--- src/rtl/dmem_seq_pkg.sv ---
// Shared types and constants for the dmem_sequencer run-phase controller.
package dmem_seq_pkg;

  typedef enum logic [2:0] {
    S_IDLE,
    S_LOAD,
    S_RUN,
    S_DUMP_RD,
    S_DUMP_CAP,
    S_DUMP_TX,
    S_DONE
  } dseq_state_t;

  // Which side currently owns the data-memory port.
  typedef enum logic [1:0] {
    PSEL_NONE,
    PSEL_HOST,
    PSEL_CPU,
    PSEL_DUMP
  } port_sel_t;

  localparam logic [31:0] WORD_STRIDE = 32'd4;
  localparam int unsigned BYTE_W      = 8;

endpackage

--- src/rtl/dmem_port_mux.sv ---
// Combinational data-memory port selector: host load, processor, or dump read.
module dmem_port_mux
  import dmem_seq_pkg::*;
(
  input  port_sel_t   sel,
  input  logic        host_we,
  input  logic [31:0] host_addr,
  input  logic [31:0] host_wdata,
  input  logic        cpu_we,
  input  logic [31:0] cpu_addr,
  input  logic [31:0] cpu_wdata,
  input  logic [31:0] dump_addr,
  output logic        mem_we,
  output logic [31:0] mem_addr,
  output logic [31:0] mem_wdata
);

  always_comb begin
    mem_we    = 1'b0;
    mem_addr  = '0;
    mem_wdata = '0;
    case (sel)
      PSEL_HOST: begin
        mem_we    = host_we;
        mem_addr  = host_addr;
        mem_wdata = host_wdata;
      end
      PSEL_CPU: begin
        mem_we    = cpu_we;
        mem_addr  = cpu_addr;
        mem_wdata = cpu_wdata;
      end
      PSEL_DUMP: mem_addr = dump_addr;
      default: ;
    endcase
  end

endmodule

--- src/rtl/dmem_sequencer.sv ---
// Load / run / dump controller that owns the data-memory port and serializes
// a result window out as bytes.
module dmem_sequencer
  import dmem_seq_pkg::*;
#(
  parameter logic [31:0] LOAD_BASE  = 32'h0000_0000,
  parameter int unsigned LOAD_DEPTH = 64,
  parameter logic [31:0] DUMP_BASE  = 32'h0000_0100,
  parameter int unsigned DUMP_WORDS = 16
) (
  input  logic        clk,
  input  logic        reset,
  input  logic        go,
  input  logic        host_valid,
  input  logic [31:0] host_data,
  input  logic        host_last,
  output logic        host_ready,
  output logic        cpu_start,
  input  logic        cpu_end,
  input  logic        cpu_we,
  input  logic [31:0] cpu_addr,
  input  logic [31:0] cpu_wdata,
  output logic        mem_we,
  output logic [31:0] mem_addr,
  output logic [31:0] mem_wdata,
  input  logic [31:0] mem_rdata,
  output logic [7:0]  out_byte,
  output logic        out_valid,
  input  logic        out_ready,
  output logic        done,
  output logic        load_ovf
);

  localparam logic [31:0] LOAD_LAST = 32'(LOAD_DEPTH - 1);
  localparam logic [7:0]  DUMP_LAST = 8'(DUMP_WORDS - 1);

  dseq_state_t state;
  port_sel_t   sel;
  logic [31:0] load_cnt;
  logic [7:0]  word_idx;
  logic [1:0]  byte_idx;
  logic [1:0]  byte_nxt;
  logic [31:0] word_buf;
  logic        host_hs;
  logic [31:0] load_addr;
  logic [31:0] dump_addr;

  // host_ready is a registered copy of (state == S_LOAD), so it doubles as the
  // handshake qualifier without adding a decode path.
  assign host_hs   = host_valid & host_ready;
  assign load_addr = LOAD_BASE + load_cnt * WORD_STRIDE;
  assign dump_addr = DUMP_BASE + 32'(word_idx) * WORD_STRIDE;
  assign byte_nxt  = byte_idx + 2'd1;

  always_comb begin
    sel = PSEL_NONE;
    case (state)
      S_LOAD:    sel = PSEL_HOST;
      S_RUN:     sel = PSEL_CPU;
      S_DUMP_RD: sel = PSEL_DUMP;
      default:   sel = PSEL_NONE;
    endcase
  end

  dmem_port_mux u_port_mux (
    .sel        (sel),
    .host_we    (host_hs),
    .host_addr  (load_addr),
    .host_wdata (host_data),
    .cpu_we     (cpu_we),
    .cpu_addr   (cpu_addr),
    .cpu_wdata  (cpu_wdata),
    .dump_addr  (dump_addr),
    .mem_we     (mem_we),
    .mem_addr   (mem_addr),
    .mem_wdata  (mem_wdata)
  );

  always_ff @(posedge clk or negedge reset) begin
    if (!reset) begin
      state      <= S_IDLE;
      load_cnt   <= '0;
      word_idx   <= '0;
      byte_idx   <= '0;
      word_buf   <= '0;
      host_ready <= 1'b0;
      cpu_start  <= 1'b0;
      out_valid  <= 1'b0;
      out_byte   <= '0;
      done       <= 1'b0;
      load_ovf   <= 1'b0;
    end else begin
      case (state)
        S_IDLE, S_DONE: begin
          if (go) begin
            state      <= S_LOAD;
            load_cnt   <= '0;
            load_ovf   <= 1'b0;
            host_ready <= 1'b1;
            done       <= 1'b0;
          end
        end
        S_LOAD: begin
          if (host_hs) begin
            load_cnt <= load_cnt + 32'd1;
            if (host_last || (load_cnt == LOAD_LAST)) begin
              state      <= S_RUN;
              host_ready <= 1'b0;
              cpu_start  <= 1'b1;
            end
          end
        end
        S_RUN: begin
          if (host_valid) load_ovf <= 1'b1;
          if (cpu_end) begin
            state     <= S_DUMP_RD;
            cpu_start <= 1'b0;
            word_idx  <= '0;
          end
        end
        S_DUMP_RD: state <= S_DUMP_CAP;
        S_DUMP_CAP: begin
          word_buf  <= mem_rdata;
          out_byte  <= mem_rdata[BYTE_W-1:0];
          byte_idx  <= '0;
          out_valid <= 1'b1;
          state     <= S_DUMP_TX;
        end
        S_DUMP_TX: begin
          if (out_ready) begin
            if (byte_idx != 2'd3) begin
              byte_idx <= byte_nxt;
              out_byte <= word_buf[{byte_nxt, 3'b000} +: BYTE_W];
            end else begin
              out_valid <= 1'b0;
              if (word_idx != DUMP_LAST) begin
                word_idx <= word_idx + 8'd1;
                state    <= S_DUMP_RD;
              end else begin
                state <= S_DONE;
                done  <= 1'b1;
              end
            end
          end
        end
        default: state <= S_IDLE;
      endcase
    end
  end

endmodule

--- config.mk ---
export PLATFORM = sky130hd
export DESIGN_NAME = dmem_sequencer
export DESIGN_NICKNAME = d
export VERILOG_FILES = /design/src/rtl/dmem_seq_pkg.sv /design/src/rtl/dmem_port_mux.sv /design/src/rtl/dmem_sequencer.sv
export SDC_FILE = /design/constraint.sdc
export NUM_CORES = 1
export LEC_CHECK = 0
export BUFFER_PORTS_ARGS = -buffer_cell sky130_fd_sc_hd__buf_4
export CAP_MARGIN = 20
export CORE_MARGIN = 4
export CORE_UTILIZATION = 30
export DETAILED_ROUTE_END_ITERATION = 8
export PLACE_DENSITY = 0.58
export SYNTH_ARGS = -nofsm -noshare
export SYNTH_HDL_FRONTEND = slang
export SYNTH_SLANG_ARGS = --single-unit
--- constraint.sdc ---
create_clock -name clk -period 6.35 [get_ports clk]
set_clock_uncertainty 0.2 [all_clocks]
set_input_delay 0.3175 -clock clk [delete_from_list [all_inputs] [get_ports clk]]
set_output_delay 0.3175 -clock clk [all_outputs]
set_load 0.01 [all_outputs]
After elaboration in Yosys (flattened, before gate mapping). Cells that the tools add are included.

Add/sub/neg operators: 4. Multipliers: 0. Divide/modulo/power cells: 0. Order comparisons: 0. Equal/unequal tests: 22. Shifts and indexed selects: 1. Muxes and demuxes: 44. Bitwise operators: 1. Reductions and logical operators: 18.

Operator list (count): $pmux 32 s2 (2); $pmux 32 s3 (1); $mux 32 (2); $mux 8 (6); $add 32x1->32 const B (1); $eq 32x6->1 const B (1); $pmux 8 s2 (2); $shiftx 32x6->8 (1); $mux 3 (7); $ne 2x2->1 const B (10); $pmux 3 s6 (1); $mux 1 (13); $pmux 1 s2 (6); $reduce_and 3->1 (4); $reduce_bool 2->1 (6); $add 9x10->11 const A (1); $reduce_and 5->1 (2); $eq 3x3->1 const B (3); $add 8x1->8 const B (1); $ne 8x4->1 const B (1); $reduce_and 4->1 (2); $eq 3x2->1 const B (2); $pmux 2 s3 (1); $reduce_and 6->1 (1); 11 further kinds (13).

Bits in registers: 90. Bits in latches: 0. Bits in writable memories: 0. ROM bits: 0. Output and inout bits: 78. Word-level logic and storage cells: 101. Memories: 0.

Logic depth before layout (Yosys ltp). Gate-level depths: netlist of run 1.

Depth after elaboration: 5. Depth in mapped cells: 8. Mapped depth without buffers: 7.

Hierarchy. From an unflattened synthesis of run 1, not the netlist that was laid out.

Cells, all modules: 579. Area, all modules: 5726.7 sq um.

Modules (own cells, without submodules): dmem_sequencer (times used 1, cells an instance 420, area an instance 4635.7 sq um, sequential area each 2252.2 sq um); dmem_port_mux (times used 1, cells an instance 159, area an instance 1091.0 sq um, sequential area each 0.0 sq um).

Least setup slack after synthesis of run 1. OpenSTA, ideal clock, no wires.

Path kind: register -> output. Start: register state[0]. End: output mem_addr[2]. Data arrival time: 1.853 ns. Data required time: 5.832 ns. Setup slack: 3.979 ns. Cell stages (with the launch flop): 9. Path buffers: 3. Cell sequence: dfrtp_1 -> clkbuf_1 -> nand2_1 -> inv_1 -> ha_1 -> clkbuf_1 -> clkbuf_1 -> a222oi_1 -> nor2_1.

Cells in the longest elaborated chain, start to end: 4.

RTL lines: from (decl) (line dmem_sequencer.sv:37) `dseq_state_t state;`; from (signal assigned) (line dmem_sequencer.sv:81) `state <= S_IDLE;`; from (signal assigned) (line dmem_sequencer.sv:96) `state <= S_LOAD;`; from (signal assigned) (line dmem_sequencer.sv:107) `state <= S_RUN;`; $eq 3x2->1 / $eq 3x1->1 (equally long branches) (line dmem_sequencer.sv:57) `case (state)`; $pmux 2 s3 (*) (line dmem_sequencer.sv:57); $eq 2x2->1 / $eq 2x1->1 (equally long branches) (line dmem_port_mux.sv:22) `case (sel)`; $pmux 32 s3 (*) (line dmem_port_mux.sv:22); to (decl) (line dmem_sequencer.sv:24) `output logic [31:0] mem_addr,`.

Every way passes the cells marked *; elsewhere a longest branch is shown, timed or not.

Worst setup path after layout of run 1.
Start: register state[2]. End: output mem_addr[9].

The elaborated chain is that of the path after synthesis.

==> results of run 1 <==
flip-flops by register name, summed over array words and instances (netlist names), 2 cells and up:
signal    count
out_byte      8
byte_idx      2
state         3
word_idx      8
load_cnt     32
word_buf     32
how the worst max path moves through the flow:
| stage | endpoint | start | cells after the start |
|---|---|---|---|
| after floorplan | mem_addr[2] | state[0] | 8 |
| after global placement | mem_wdata[6] | state[2] | 7 |
| after detailed placement | mem_wdata[6] | state[2] | 7 |
| after CTS | mem_wdata[6] | state[2] | 7 |
| after global routing | mem_wdata[6] | state[2] | 6 |
| final | mem_addr[9] | state[2] | 7 |
logic make-up after synthesis:
family,Yosys count,share of synthesized area (%)
xor+xnor,24,3.71
mux,51,11.5
compound gates,146,18.6
fa+ha+maj,10,2.21
buf+inv,62,4.40
simple gates,214,19.8
flops,90,39.8
layout make-up:
type                            instances  area [µm²]  area share (%)
Inverter                               12        45.0           0.559
Sequential cell                        90        2250            27.9
Clock buffer                            9         225            2.79
Timing Repair Buffer                  251        1990            24.7
Clock inverter                          7        95.1            1.18
Multi-Input combinational cell        445        3170            39.3
Tap cell                              229         287            3.55
timing repair:
action                     CTS  global route
hold buffers                29             0
hold endpoints to repair    71             0
setup endpoints to repair    0             0
gates resized for setup      0             0
Yosys cell counts:
| library cell | n | share of area, % |
|---|---|---|
| a2111oi_0 | 1 | 0.15 |
| a2111oi_1 | 1 | 0.18 |
| a2111oi_2 | 4 | 1.1 |
| a2111oi_4 | 1 | 0.49 |
| a211o_1 | 1 | 0.15 |
| a211oi_1 | 8 | 1.1 |
| a211oi_4 | 1 | 0.35 |
| a21oi_1 | 32 | 2.8 |
| a222oi_1 | 9 | 1.6 |
| a22oi_1 | 55 | 7.3 |
| a311oi_1 | 1 | 0.15 |
| a31oi_1 | 2 | 0.22 |
| a32oi_1 | 1 | 0.15 |
| and2_1 | 6 | 0.66 |
| and3_1 | 13 | 1.4 |
| and4_1 | 4 | 0.62 |
| buf_1 | 6 | 0.40 |
| buf_2 | 7 | 0.62 |
| buf_6 | 1 | 0.20 |
| clkbuf_1 | 36 | 2.4 |
| dfrtp_1 | 90 | 40 |
| ha_1 | 10 | 2.2 |
| inv_1 | 12 | 0.80 |
| mux2_2 | 33 | 6.6 |
| mux2i_1 | 10 | 1.8 |
| mux4_2 | 8 | 3.2 |
| nand2_1 | 23 | 1.5 |
| nand2b_1 | 5 | 0.55 |
| nand3_1 | 18 | 1.6 |
| nand3b_1 | 2 | 0.27 |
| nand4_1 | 16 | 1.8 |
| nand4b_1 | 8 | 1.2 |
| nor2_1 | 68 | 4.5 |
| nor2b_1 | 36 | 4.0 |
| nor3_1 | 3 | 0.27 |
| nor3b_1 | 2 | 0.27 |
| nor4_1 | 8 | 0.88 |
| o2111ai_1 | 1 | 0.15 |
| o211a_1 | 1 | 0.18 |
| o21a_1 | 1 | 0.13 |
| o21ai_0 | 23 | 2.0 |
| o31ai_1 | 3 | 0.40 |
| or3_1 | 2 | 0.22 |
| xnor2_1 | 18 | 2.8 |
| xor2_1 | 6 | 0.93 |
layer usage:
layer	up-vias	part of all wire (%)	wire, µm	GRT usage, %
met5	-	0	0	0
met4	0	2.3	460	5.94
met3	30	8.4	1680	6.14
met2	221	49	9760	30.8
met1	2640	41	8110	22.9
li1	2636	-	-	-
metrics by stage:
step                      instance area (µm²)  worst slack (ps)
after floorplan                          5660              3980
after global placement                   7400              3100
after detailed placement                 7400              3070
after CTS                                8020              2660
after global routing                     8060              2900
final                                    8060              3140
where the power goes:
| group | switching, W | total [W] | internal [W] |
|---|---|---|---|
| Combinational | 0.000832 | 0.00165 | 0.000814 |
| Clock | 0.000259 | 0.000577 | 0.000318 |
| Sequential | 0.000163 | 0.000910 | 0.000746 |
worst max-delay path: stages, from the launching register on:
cell	delay, ps
dfrtp_1	590
inv_1	170
ha_1	250
ha_2	170
buf_4	310
a222oi_1	570
nor2_1	80
buf_4	160
==> reports/results.ini, run 1 <==
[setup_path]
reg2reg_slack_ps = 3350
cp-end-kind = output pin
worstPathMaxFanout = 65
crit_required_ps = 5830
timing.rr.start = state[0]
crit_type = reg2out
crit_arrival_ps = 2700
cp-start-kind = register
r2r_end = word_idx[7]
worstRegToRegCells = 5

[grt]
grt_pass1_wl_mm = 31.5
antenna_found_initial = 0
grt_usage_pct = 18.5
grt_pass1_vias = 5484
grt_start_max_net_pins = 66
grt-ovfl-total = 0

[synth]
yosysWarnings = 0
ys_types = 45
netlist_instances = 597
avgSynthCellArea_um2 = 9.48
ys_seq_area_share_pct = 39.8
synth_fp_nets = 743
synth.ff_latch_count = 90
synth_area_um2 = 5660

[clock_network]
clkSinkCount = 90
cts_tree = yes
clk_pin_slew_ps = 80
clk_latency_ps = 350
cts_buffers = 9
postCtsSetupRepairBufs = 0
h-tree-depth = 3
clockRootBuffer = clkbuf_16
cts_buffer_depth = 2

[pwr]
p_per_area_nw_per_um2 = 389
max-vdd-ir-drop_v = 0.000247
power_w = 0.00313
power_leakage_nw = 3.62

[finish]
fillCellCount = 1831
nets = 955
stdcell_count = 1043
final_util_pct = 44.1
layout_common_cells = 220 x buf_4, 90 x dfrtp_1, 66 x nor2_1
final_common_cell = buf_4
syn_to_final_growth_pct = 42.4
insertedDiodeCount = 0
layout-drive-gt1-share_pct = 35.5

[detailed_routing]
wl_mm = 20.0
wire_per_inst_um = 19.2
routed_via_density = 5.30
first_pass_iters = 5
ant_nets = 0
vias = 5527
route.detailed.drc = 0
drt_iter0_markers = 351

[die]
io-pin-count = 214
die-area_um2 = 21100
core_area_um2 = 18300
rows = 49
initial_utilization_pct = 31.0
die_height_um = 145
dieWidth_um = 145

[run]
cap_violations = 0

[sta]
finalHoldViolations = 0
worstMarginPinSlew_ps = 842
rsz0062_at_grt = false
relSlewSlack_pct = 43.9
setup_viol = 0
fmax_mhz = 311
setup_tns_ps = 0
maxSlewViolCount = 0
whs_ps = 16.8
period_minus_slack_ps = 3210
period_share_pct = 50.6

[hold_path]
min_path_type = in2reg
hold_end = word_buf[0]
whs_path_depth = 2
worstHoldStart = mem_rdata[0]

[place]
gp_congestion = 0.891
dp.cells = 996
dp_hpwl_mm = 14.6
io_buffers = 213

[run_status]
status = finished, final reports clean

No activity file was read; power rests on OpenSTA's default activity.
==> inputs of run 2 (changes only) <==
clock period = 3 ns   (was 6.35 ns; I/O delays follow)
==> run 2 against run 1 <==
First-iteration DRC count rose by 9.7%. Total power rose by 110%. Cell count increased by 1.5%. Clock power increased by 87%. Via count up 1.4%. Final area is 1.2% higher. Flip-flop and latch count stayed put. Count of clock-buffer cells in the layout rose by 1. Combinational power rose by 120%. Non-clock buffer count increased by 16. Core utilization increased by 0.53 points.
==> reports/results.ini, run 2 (synthesized netlist as in run 1, its figures left out) <==
[finish]
final_util_pct = 44.7  ; +0.53 points
multiInputGateArea_um2 = 3180  ; +0.39%
layout-drive-gt1-share_pct = 35.9  ; +0.40 points
fillCellCount = 1807  ; -1.3%
seqCellArea_um2 = 2250  ; unchanged
nets = 971  ; +1.7%
largestRegisters = load_cnt: 32 flops, word_buf: 32 flops
layout_common_cells = 229 x buf_4, 90 x dfrtp_1, 66 x nor2_1
final_common_cell = buf_4
syn_to_final_growth_pct = 44.2
insertedDiodeCount = 0  ; unchanged

[sta]
setup_viol = 0  ; unchanged
fmax_mhz = 359
worstMarginPinSlew_ps = 676  ; -165 ps
finalHoldViolations = 0  ; unchanged
relSlewSlack_pct = 54.9  ; +11 points
period_share_pct = 92.7
whs_ps = 44.2  ; +27.4 ps
setup_tns_ps = 0  ; unchanged
maxSlewViolCount = 0  ; unchanged
period_minus_slack_ps = 2780
rsz0062_at_grt = false

[die]
rows = 49  ; unchanged
die-area_um2 = 21100  ; unchanged
core_area_um2 = 18300  ; unchanged
initial_utilization_pct = 31.0  ; unchanged
die_height_um = 145  ; unchanged
dieWidth_um = 145  ; unchanged
io-pin-count = 214  ; unchanged

[setup_path]
reg2reg_slack_ps = 470  ; -2880 ps
cp_top_family = adder cells
cp-end-kind = output pin
timing.rr.start = state[1]
critical_path_buf_inv_count = 2  ; -1
critPathMaxStageDelay_ps = 570  ; -20 ps
crit_arrival_ps = 2430  ; -270 ps
cp-start-kind = register
crit_required_ps = 2650  ; -3180 ps
r2r_end = load_cnt[13]
worstRegToRegCells = 6  ; +1
crit_type = reg2out
slowest_stage = dfrtp_1
worstPathMaxFanout = 54  ; -17%
path_cells = ha_1 > ha_2 > buf_12 > a22oi_1 > nor2b_1 > buf_4

[run]
cap_violations = 0  ; unchanged

[hold_path]
min_path_type = in2reg
whs_path_depth = 4  ; +2
worstHoldStart = go
hold_end = done

[clock_network]
clkSinkCount = 90  ; unchanged
h-tree-depth = 3  ; unchanged
cts_buffers = 9  ; unchanged
cts_tree = yes
clk_pin_slew_ps = 70  ; about the same
clockRootBuffer = clkbuf_16
cts_buffer_depth = 2  ; unchanged
clk_latency_ps = 350  ; about the same

[place]
gp_congestion = 0.860  ; -3.5%
io_buffers = 213  ; unchanged
dp_hpwl_mm = 15.1  ; +3.3%

[detailed_routing]
routed_via_density = 5.29  ; -0.10%
route.detailed.drc = 0  ; unchanged
wire_per_inst_um = 19.1  ; -0.64%
first_pass_iters = 6  ; +1
wl_mm = 20.2  ; +0.88%
ant_nets = 0  ; unchanged
drt_iter0_markers = 385  ; +9.7%
vias = 5606  ; +1.4%

[pwr]
p_per_area_nw_per_um2 = 808  ; +110%
power_leakage_nw = 3.66  ; +1.1%
max-vdd-ir-drop_v = 0.000405  ; +64%

[grt]
grt-ovfl-total = 0  ; unchanged
antenna_found_initial = 0  ; unchanged
grt_pass1_wl_mm = 32.4  ; +2.8%
grt_start_max_net_pins = 55  ; -17%
grt_usage_pct = 18.9  ; +0.33 points
grt_pass1_vias = 5679  ; +3.6%

[run_status]
status = finished, final reports clean

[run 2: worst max-delay path by stage]
stage                      startpoint            to  cells after the start
final                        state[1]  mem_wdata[6]                      6
after global routing         state[1]  mem_wdata[6]                      6
after CTS                    state[1]  mem_wdata[6]                      7
after detailed placement     state[1]  mem_wdata[6]                      7
after global placement       state[1]  mem_wdata[6]                      7
after floorplan           word_idx[0]   word_idx[7]                      7
[run 2: area by class of cell]
class	instances	area share, %
multi-input cells	445	39.0
flip-flops and latches	90	27.6
repair buffers	267	26.0
well taps	229	3.51
clock buffers	10	2.81
clock inverters	6	0.567
inverters	12	0.552
[run 2: what timing repair did]
| item | 4_1_cts | 5_1_grt |
|---|---|---|
| endpoints found under the setup margin | 0 | 4 |
| buffers inserted | 0 | 0 |
| hold buffers | 36 | 0 |
| hold endpoints to repair | 84 | 0 |
| gates resized for setup | 0 | 2 |
[run 2: metal layers]
metal | global-route usage [%] | share of wire (%) | vias up
li1 | - | - | 2671
met1 | 23.2 | 42 | 2700
met2 | 32.3 | 50 | 220
met3 | 5.05 | 7.1 | 15
met4 | 6.22 | 1.7 | 0
met5 | 0 | 0 | -
[run 2: metrics by stage]
step                instance area [µm²]  cells  total power [W]  worst slack, ps
CTS                                8150   1059          0.00665              101
global placement                   7510   1007          0.00546              487
detailed placement                 7510   1007          0.00550              485
finish                             8160   1059          0.00659              218
global route                       8160   1059          0.00706             33.2
floorplan                          5660    597          0.00399              793
[run 2: worst register-to-register path: stages (launching register included)]
cell and delay [ps]:
dfrtp_1 570, nor2b_1 310, nand3_1 440, buf_4 370, a2111oi_4 320, xnor2_1 150
nor2_1 50
[run 2: power breakdown]
group | total [W] | switching, W | internal [W]
combinational | 0.00365 | 0.00186 | 0.00178
sequential | 0.00186 | 0.000279 | 0.00158
clock | 0.00108 | 0.000513 | 0.000570
total | 0.00659 | 0.00266 | 0.00394
==> inputs of run 3 (changes only) <==
SYNTH_HIERARCHICAL = 1   (was unset)
==> run 3 against run 2 <==
Wire length shrank 4.1%. Die area up 1.1%. Core utilization fell by 0.69 points. Area after synthesis grew 1.2%. Worst hold slack got worse by 20 ps. Global-route usage decreased by 0.77 points.
==> reports/results.ini, run 3 <==
[clock_network]
clk_pin_slew_ps = 60  ; about the same
cts_buffers = 9  ; unchanged
clk_latency_ps = 340  ; about the same
cts_resized = 0  ; unchanged
clockRootBuffer = clkbuf_16
postCtsSetupRepairBufs = 0  ; unchanged
cts_tree = yes
clkSinkCount = 90  ; unchanged
h-tree-depth = 3  ; unchanged
cts_hold_buf = 36  ; unchanged
cts_buffer_depth = 2  ; unchanged

[synth]
synth_top_area_share_pct = 39.3  ; -0.46 points
synth_edf_count = 0  ; unchanged
synth.ff_latch_count = 90  ; unchanged
yosysWarnings = 6  ; +6
yosys.area.top_type = dfrtp_1
avgSynthCellArea_um2 = 9.89  ; +4.3%
synth.area.top_cells = dfrtp_1 39%, mux2_2 6.3%, a222oi_1 5.6%
netlist_instances = 579  ; -3.0%
async_flop_share_pct = 100  ; unchanged
ys_types = 60  ; +33%
ys_seq_area_share_pct = 39.3  ; -0.46 points
ys.flop_type = dfrtp_1
synth_area_um2 = 5730  ; +1.2%
ys_top_cells_by_count = 90 x dfrtp_1, 68 x nor2_1, 43 x nand2_1
yosysMostFrequentCell = dfrtp_1

[finish]
syn_to_final_growth_pct = 44.1  ; about the same
final_util_pct = 44.0  ; -0.69 points
layout_common_cells = 234 x buf_4, 90 x dfrtp_1, 68 x nor2_1
final_common_cell = buf_4
layout-drive-gt1-share_pct = 36.9  ; +0.97 points
stdcell_count = 1072  ; +1.2%
fillCellCount = 1860  ; +2.9%
multiInputGateArea_um2 = 3240  ; +1.8%
seqCellArea_um2 = 2250  ; unchanged
insertedDiodeCount = 0  ; unchanged
largestRegisters = load_cnt: 32 flops, word_buf: 32 flops
nets = 981  ; +1.0%

[sta]
finalHoldViolations = 0  ; unchanged
period_share_pct = 94.2  ; +1.4 points
period_minus_slack_ps = 2830  ; +43.2 ps
relSlewSlack_pct = 37.2  ; -18 points
setup_viol = 0  ; unchanged
worstMarginPinSlew_ps = 936  ; +260 ps
setup_tns_ps = 0  ; unchanged
fmax_mhz = 354  ; -1.5%
rsz0062_at_grt = false
maxSlewViolCount = 0  ; unchanged

[grt]
grt-ovfl-total = 0  ; unchanged
grt_usage_pct = 18.1  ; -0.77 points
grt_start_max_net_pins = 58  ; +5.5%
grt_pass1_vias = 5517  ; -2.9%
antenna_found_initial = 0  ; unchanged
grt_pass1_wl_mm = 31.2  ; -3.9%

[die]
core_area_um2 = 18800  ; +2.7%
die_height_um = 146  ; +0.55%
io-pin-count = 214  ; unchanged
dieWidth_um = 146  ; +0.55%
die-area_um2 = 21400  ; +1.1%
initial_utilization_pct = 30.5  ; -0.47 points
rows = 50  ; +2.0%

[setup_path]
timing.rr.start = load_cnt[11]
crit_path_start = state[2]
cp-start-kind = register
crit_required_ps = 2650  ; about the same
worstPathMaxFanout = 29  ; -46%
crit_type = reg2out
crit_arrival_ps = 2480  ; +50 ps
cp-end-kind = output pin

[place]
dp.cells = 1022  ; +1.5%
gp_congestion = 0.836  ; -2.8%
io_buffers = 213  ; unchanged
dp_hpwl_mm = 14.7  ; -2.8%

[detailed_routing]
ant_nets = 0  ; unchanged
vias = 5532  ; -1.3%
first_pass_iters = 5  ; -1
routed_via_density = 5.16  ; -2.5%
route.detailed.drc = 0  ; unchanged
wl_mm = 19.4  ; -4.1%
wire_per_inst_um = 18.1  ; -5.2%
drt_iter0_markers = 353  ; -8.3%

[run_status]
status = finished, final reports clean

[pwr]
max-vdd-ir-drop_v = 0.000464  ; +15%
p_per_area_nw_per_um2 = 818  ; +1.3%
power_leakage_nw = 3.65  ; -0.35%

[run]
cap_violations = 0  ; unchanged

[hold_path]
min_path_type = in2reg
worstHoldStart = out_ready

==> run 3: changes by cell type after synthesis, sizes merged, moves of 7 or more <==
cell and change:
a21oi -27, nand2 +20, clkbuf -8, nand4b -7, o22ai +8, buf +8
a22oi -22, a222oi +23
==> run 3: cell families (layout without fill, tap and decap cells) <==
logic type	count (synthesis)	in the layout	synth area share, %
and+or+nand+nor	216	216	19.2
AOI/OAI and AO/OA	128	128	18.5
DFF	90	90	39.3
buffers and inverters	59	294	5.86
muxes	46	46	10.5
xor gates and xnor gates	30	30	4.59
adders and majority gates	9	9	1.97
other	1	25	0.0655
==> run 3: area by class of cell <==
| type | count | area share (%) |
|---|---|---|
| tap | 234 | 3.55 |
| multi-input combinational | 454 | 39.3 |
| inverter | 8 | 0.364 |
| sequential | 90 | 27.3 |
| timing repair buffer | 273 | 26.4 |
| clock buffer | 13 | 3.15 |
==> run 3: report_power, final <==
part	leakage, nW	switching (W)	total [W]	internal [W]
logic	2.38	0.00193	0.00378	0.00186
clock network	0.128	0.000446	0.00104	0.000594
registers	1.15	0.000302	0.00193	0.00163
total	3.65	0.00267	0.00675	0.00408
==> run 3: metal layers <==
metal / global-route usage, % / share of wire (%) / vias up / wire [µm]
met5: 0 / 0 / - / 0
met4: 4.75 / 1.7 / 0 / 335
met3: 5.87 / 7.6 / 17 / 1480
met2: 30.9 / 49 / 215 / 9490
met1: 22.1 / 42 / 2637 / 8050
li1: - / - / 2663 / -
==> run 3: per-stage QoR <==
| stage | hold WS (ps) | total power (W) | setup WS [ps] | instance area [µm²] |
|---|---|---|---|---|
| detailed placement | 80.8 | 0.00573 | 432 | 7620 |
| finish | 24.6 | 0.00675 | 174 | 8250 |
| global placement | 92.1 | 0.00570 | 449 | 7620 |
| floorplan | -346 | 0.00428 | 623 | 5820 |
| CTS | 6.98 | 0.00683 | 136 | 8250 |
| global route | 48.6 | 0.00726 | 39.0 | 8250 |
==> run 3: final timing paths <==
path | to | slack, ps | cells past startpoint
max in group asynchronous | load_cnt[30] | 1740 | 3
max | mem_wdata[19] | 170 | 8
min in group asynchronous | word_buf[19] | 220 | 2
min reg2reg | cpu_start | 280 | 2
min | byte_idx[1] | 20 | 4
max reg2reg | load_cnt[29] | 420 | 5
==> run 3: worst max-delay path, stage by stage (launching register included) <==
cell and delay [ps]:
dfrtp_1 400, buf_4 190, nor2_1 80, inv_1 90, ha_2 490, buf_12 240
a22oi_1 120, nor2b_1 320, buf_4 190
